[config.mk]
export PLATFORM = sky130hd
export DESIGN_NAME = bcd_timer
export DESIGN_NICKNAME = d
export VERILOG_FILES = /design/src/rtl/bcd_timer.sv
export SDC_FILE = /design/constraint.sdc
export NUM_CORES = 1
export LEC_CHECK = 0
export ABC_AREA = 1
export CORE_ASPECT_RATIO = 1.2
export CORE_UTILIZATION = 40
export DETAILED_ROUTE_END_ITERATION = 16
export DONT_BUFFER_PORTS = 1
export MAX_ROUTING_LAYER = met4
export SLEW_MARGIN = 20
export SYNTH_ARGS = -nofsm -noshare
export SYNTH_HDL_FRONTEND = slang
export SYNTH_SLANG_ARGS = --single-unit
[constraint.sdc]
create_clock -name MCLK -period 6.6 [get_ports MCLK]
set_clock_uncertainty 0.2 [all_clocks]
set_input_delay 0.33 -clock MCLK [delete_from_list [all_inputs] [get_ports MCLK]]
set_output_delay 0.33 -clock MCLK [all_outputs]
set_load 0.01 [all_outputs]
[src/rtl/bcd_timer.sv]
// Synchronous mm:ss BCD timer: countdown or count-up, saturating edits, and a
// blinking display enable once the count has ended.
module bcd_timer #(
  parameter int CLK_DIV    = 25_000_000,
  parameter int BLINK_DIV  = 12_500_000,
  parameter int MIN_DIGITS = 2
) (
  input  logic                    MCLK,
  input  logic                    RST,
  input  logic                    START_STOP,
  input  logic                    CLEAR,
  input  logic                    ADD_SEC,
  input  logic                    ADD_MIN,
  input  logic                    MODE,
  output logic [7:0]              SEC_BCD,
  output logic [4*MIN_DIGITS-1:0] MIN_BCD,
  output logic                    RUNNING,
  output logic                    ENDED,
  output logic                    BLINK,
  output logic                    TICK
);

  localparam int MW = 4 * MIN_DIGITS;
  localparam int TW = MW + 8;
  localparam int PW = $clog2(CLK_DIV);
  localparam int BW = (BLINK_DIV > 1) ? $clog2(BLINK_DIV) : 1;
  localparam logic [PW-1:0] PRE_LAST = PW'(CLK_DIV - 1);
  localparam logic [BW-1:0] BLK_LAST = BW'(BLINK_DIV - 1);

  typedef enum logic [1:0] {S_IDLE, S_RUN, S_DONE} state_t;

  state_t          state_q, state_d;
  logic [TW-1:0]   val_q, val_d;
  logic            mode_q, mode_d;
  logic [PW-1:0]   presc_q, presc_d;
  logic [BW-1:0]   blk_cnt_q, blk_cnt_d;
  logic            blink_q, blink_d;
  logic            ss_prev_q, clr_prev_q, as_prev_q, am_prev_q;
  logic            ss_edge, clr_edge, as_edge, am_edge;
  logic            tick;

  function automatic logic min_is_max(input logic [MW-1:0] m);
    logic r;
    r = 1'b1;
    for (int i = 0; i < MIN_DIGITS; i++)
      if (m[4*i +: 4] != 4'd9) r = 1'b0;
    return r;
  endfunction

  function automatic logic [MW-1:0] min_inc(input logic [MW-1:0] m);
    logic [MW-1:0] r;
    logic          c;
    r = m;
    c = 1'b1;
    for (int i = 0; i < MIN_DIGITS; i++) begin
      if (c) begin
        if (r[4*i +: 4] == 4'd9) r[4*i +: 4] = 4'd0;
        else begin
          r[4*i +: 4] = r[4*i +: 4] + 4'd1;
          c = 1'b0;
        end
      end
    end
    return r;
  endfunction

  function automatic logic [MW-1:0] min_dec(input logic [MW-1:0] m);
    logic [MW-1:0] r;
    logic          b;
    r = m;
    b = 1'b1;
    for (int i = 0; i < MIN_DIGITS; i++) begin
      if (b) begin
        if (r[4*i +: 4] == 4'd0) r[4*i +: 4] = 4'd9;
        else begin
          r[4*i +: 4] = r[4*i +: 4] - 4'd1;
          b = 1'b0;
        end
      end
    end
    return r;
  endfunction

  function automatic logic time_is_max(input logic [TW-1:0] t);
    return min_is_max(t[TW-1:8]) && (t[7:0] == 8'h59);
  endfunction

  // Increment saturates at all-9s:59; decrement stops at 00:00.
  function automatic logic [TW-1:0] time_inc(input logic [TW-1:0] t);
    logic [MW-1:0] m;
    logic [3:0]    st, su;
    if (time_is_max(t)) return t;
    m  = t[TW-1:8];
    st = t[7:4];
    su = t[3:0];
    if (su != 4'd9) su = su + 4'd1;
    else begin
      su = 4'd0;
      if (st != 4'd5) st = st + 4'd1;
      else begin
        st = 4'd0;
        m  = min_inc(m);
      end
    end
    return {m, st, su};
  endfunction

  function automatic logic [TW-1:0] time_dec(input logic [TW-1:0] t);
    logic [MW-1:0] m;
    logic [3:0]    st, su;
    if (t == '0) return t;
    m  = t[TW-1:8];
    st = t[7:4];
    su = t[3:0];
    if (su != 4'd0) su = su - 4'd1;
    else begin
      su = 4'd9;
      if (st != 4'd0) st = st - 4'd1;
      else begin
        st = 4'd5;
        m  = min_dec(m);
      end
    end
    return {m, st, su};
  endfunction

  assign ss_edge  = START_STOP & ~ss_prev_q;
  assign clr_edge = CLEAR      & ~clr_prev_q;
  assign as_edge  = ADD_SEC    & ~as_prev_q;
  assign am_edge  = ADD_MIN    & ~am_prev_q;
  assign tick     = (state_q == S_RUN) && (presc_q == PRE_LAST);

  always_comb begin
    state_d = state_q;
    val_d   = val_q;
    mode_d  = mode_q;
    case (state_q)
      S_IDLE: begin
        if (clr_edge) val_d = '0;
        else if (ss_edge) begin
          if (MODE || (val_q != '0)) begin
            mode_d  = MODE;
            state_d = S_RUN;
          end
        end else if (am_edge) begin
          if (!min_is_max(val_q[TW-1:8])) val_d = {min_inc(val_q[TW-1:8]), val_q[7:0]};
        end else if (as_edge) val_d = time_inc(val_q);
      end
      S_RUN: begin
        if (ss_edge) state_d = S_IDLE;
        else if (tick) begin
          if (!mode_q) begin
            val_d = time_dec(val_q);
            if (val_d == '0) state_d = S_DONE;
          end else if (time_is_max(val_q)) state_d = S_DONE;
          else val_d = time_inc(val_q);
        end
      end
      S_DONE: begin
        if (clr_edge) begin
          val_d   = '0;
          state_d = S_IDLE;
        end else if (ss_edge) state_d = S_IDLE;
      end
      default: state_d = S_IDLE;
    endcase
  end

  // Prescaler and blink counter only advance while staying in their state.
  always_comb begin
    presc_d   = '0;
    blk_cnt_d = '0;
    blink_d   = 1'b1;
    if ((state_q == S_RUN) && (state_d == S_RUN))
      presc_d = tick ? '0 : presc_q + PW'(1);
    if ((state_q == S_DONE) && (state_d == S_DONE)) begin
      if (blk_cnt_q == BLK_LAST) begin
        blk_cnt_d = '0;
        blink_d   = ~blink_q;
      end else begin
        blk_cnt_d = blk_cnt_q + BW'(1);
        blink_d   = blink_q;
      end
    end
  end

  always_ff @(posedge MCLK or posedge RST) begin
    if (RST) begin
      state_q    <= S_IDLE;
      val_q      <= '0;
      mode_q     <= 1'b0;
      presc_q    <= '0;
      blk_cnt_q  <= '0;
      blink_q    <= 1'b1;
      ss_prev_q  <= 1'b1;
      clr_prev_q <= 1'b1;
      as_prev_q  <= 1'b1;
      am_prev_q  <= 1'b1;
    end else begin
      state_q    <= state_d;
      val_q      <= val_d;
      mode_q     <= mode_d;
      presc_q    <= presc_d;
      blk_cnt_q  <= blk_cnt_d;
      blink_q    <= blink_d;
      ss_prev_q  <= START_STOP;
      clr_prev_q <= CLEAR;
      as_prev_q  <= ADD_SEC;
      am_prev_q  <= ADD_MIN;
    end
  end

  assign SEC_BCD = val_q[7:0];
  assign MIN_BCD = val_q[TW-1:8];
  assign RUNNING = (state_q == S_RUN);
  assign ENDED   = (state_q == S_DONE);
  assign BLINK   = blink_q;
  assign TICK    = tick;

endmodule

==> flow_summary.yaml <==
worst_setup_path:
  worstSetupStartpointType: "flip-flop"
  reg2regPathDepth: 18
  arrival_ns: 3.44
  end_kind: "flip-flop"
  reg2reg_to: "presc_q[3]"
  worstPathRequired_ns: 6.66
  crit_path_max_fanout: 15
  ff2ff_setup_slack_ns: 3.22
  r2r-start: "val_q[0]"
  path_class: "flip-flop to flip-flop"
global_route:
  gr-total-overflow: 0
  grtUsageTotal_pct: 20.1
  grt_max_degree: 74
  grt_pass1_wl_mm: 20.8
  antenna_found_initial: 0
  grt_pass1_vias: 4418
clock_network:
  clock_latency_ns: 0.34
  clock-sinks: 73
  clk_pin_slew_ns: 0.06
  cts_buffer_depth: 2
  numCtsBuffers: 9
  cts-root-buf: "clkbuf_16"
  htreeDepth: 3
  cts_tree: "done"
routing:
  drt_iter0_drc: 212
  drc: 0
  ant_nets: 0
  wl_mm: 12.0
  vias: 4464
  wl_per_cell_um: 13.9
  drt_pass1_iterations: 4
  vias_per_cell: 5.19
cells_and_area:
  utilization_pct: 45.0
  drive_gt1_share_pct: 13.0
  layout.cells.non_filler: 860
  diodes: 0
  syn_to_final_growth_pct: 8.26
  fillers: 1225
  nets: 720
die:
  die_w_um: 105
  die_height_um: 126
  rows: 44
  core_um2: 12300
  ioPinCount: 27
  start_util_pct: 41.6
  dieArea_um2: 13200
timing:
  rsz0062_at_grt: "no"
  finalHoldViolCount: 68
  holdWs_ns: -0.0488
  max_freq_mhz: 296
  timing.slew.headroom_pct: 36.3
  period_minus_slack_ns: 3.38
  period_share_pct: 51.2
  worst_slew_pin_slew_ns: 0.952
  report.final.setup_viol: 0
  slew_violations: 0
  fin_tns_setup_ns: 0
power_and_ir_drop:
  intPower_uw: 1030
  comb_power_share_pct: 44.5
  p_sw_share_pct: 46.4
  p_per_area_nw_per_um2: 347
  power_frac_clock_pct: 23.7
  p_leak_uw: 0.00233
  power_switching_uw: 891
  p_seq_share_pct: 31.8
  vdd_drop_max_uv: 151
  fin_total_pwr_uw: 1920
synthesis:
  synth_cell_types: 42
  synth.most_common_cell: "nand2_1"
  synth-seq-area-share_pct: 35.9
  syn_area_per_cell_um2: 7.42
  yosysTopAreaCellShare_pct: 33.3
  synth_edf_count: 0
  yosysTopAreaCell: "dfrtp_1"
  netlist_instances: 688
  synth.cell_area_um2: 5100
  synth_nets: 714
  yosysWarnings: 0
  synthTopCellsByArea: "dfrtp_1 (33%), nand2_1 (12%), nor2_1 (6.4%)"
  synthTopCellsByCount: "nand2_1 (158), nor2_1 (87), inv_1 (75)"
  synth_ff_type: "dfrtp_1"
  async_flop_share_pct: 100
  synth_seq_cells: 73
job:
  drv_cap: 0
placed_design:
  dpl.hpwl_mm: 8.62
  dp.cells: 840
  place_congestion: 0.915
  io_buffers: 0
outcome:
  status: "finished with violations"
  violations: "negative hold slack"
min_path:
  holdCritPathClass: "input pin to asynchronous set/reset pin"
==> timing repair <==
action                                 in CTS  in global routing
hold buffers                                4                  0
setup buffers                               0                  0
endpoints found under the hold margin       4                  0
setup endpoints to repair                   0                  0
resized for setup                           0                  0
==> placed cells by master (no fill, tap or decap), drive strengths merged, types with 8 or more instances in the layout <==
cell / netlist / final
nor3: 37 / 37
xor2: 20 / 20
nand3: 64 / 64
dfrtp: 68 / 68
xnor2: 9 / 9
nand2: 166 / 166
o22ai: 8 / 8
nor2: 105 / 105
clkbuf: 1 / 9
or2: 10 / 10
ha: 19 / 19
o21ai: 34 / 34
inv: 80 / 81
clkinv: 2 / 8
nand4: 19 / 19
nor4: 9 / 9
a21oi: 8 / 8
==> state kept, by name, indices dropped and copies added, names as in the netlist <==
name,count
mode_q,1
ss_prev_q,1
clr_prev_q,1
BLINK,1
val_q,16
as_prev_q,1
state_q,2
am_prev_q,1
presc_q,25
blk_cnt_q,24
==> power groups by stage <==
stage               Clock [uW]  Sequential (uW)  Combinational, uW
floorplan                    0              590                701
finish                     454              611                853
CTS                        471              612                845
global placement             0              619                831
global route               485              623                972
detailed placement           0              620                838
==> kinds of logic (layout without fill, tap and decap cells) <==
group | count (synthesis) | in the layout | share of synthesized area, %
AND/OR/NAND/NOR | 412 | 412 | 39.3
buffers and inverters | 92 | 103 | 8.01
flip-flops | 73 | 73 | 35.9
AO/OA/AOI/OAI | 63 | 63 | 7.13
XOR/XNOR | 29 | 29 | 4.98
adder cells (fa/ha/maj) | 19 | 19 | 4.66
==> worst max-delay path: stages (launching register included) <==
cell	delay, ns
dfrtp_1	0.48
inv_1	0.18
ha_1	0.28
nand2_1	0.07
nor2_1	0.52
nand2_2	0.16
nand2_1	0.09
nand2_1	0.08
nand2_1	0.08
clkinv_1	0.05
nand2_1	0.06
nor2_1	0.04
nand2_1	0.09
nand2_1	0.07
nand2_1	0.07
nand2_2	0.08
nor2_1	0.11
nand3_2	0.36
nor2_1	0.22
==> area by class of cell <==
cell class / instances / area [um^2] / area share, %
Clock inverter: 7 / 46.3 / 0.838
Timing Repair Buffer: 5 / 47.5 / 0.860
Inverter: 82 / 310 / 5.61
Sequential cell: 73 / 1830 / 33.2
Clock buffer: 9 / 225 / 4.08
Tap cell: 161 / 201 / 3.65
Multi-Input combinational cell: 523 / 2860 / 51.8
==> routing by layer <==
layer	vias up	part of all wire (%)	GRT usage (%)	routed length [um]
li1	2266	-	-	-
met1	2118	46	24.4	5520
met2	65	49	32.9	5870
met3	15	3.0	3.73	364
met4	0	1.8	8.04	210
met5	-	0	-	0
==> worst max path at each step <==
stage	from	endpoint	slack (ns)	cells past startpoint
after floorplan	val_q[0]	presc_q[11]	4.02	19
after global placement	val_q[0]	BLINK	3.36	17
after detailed placement	val_q[0]	blk_cnt_q[2]	3.27	16
after CTS	val_q[0]	presc_q[3]	3.23	18
after global routing	val_q[0]	presc_q[3]	2.87	18
final	val_q[0]	presc_q[3]	3.22	18
==> metrics by stage <==
step | hold WS [ns] | setup slack (ns) | cell area [um^2]
after floorplan | 0.134 | 4.02 | 5100
after global placement | 0.135 | 3.36 | 5220
after detailed placement | 0.135 | 3.27 | 5220
after CTS | 0.00118 | 3.23 | 5530
after global routing | 0.0304 | 2.87 | 5530
final | -0.0488 | 3.22 | 5530
Note: power is estimated with default switching activity, not from simulation.
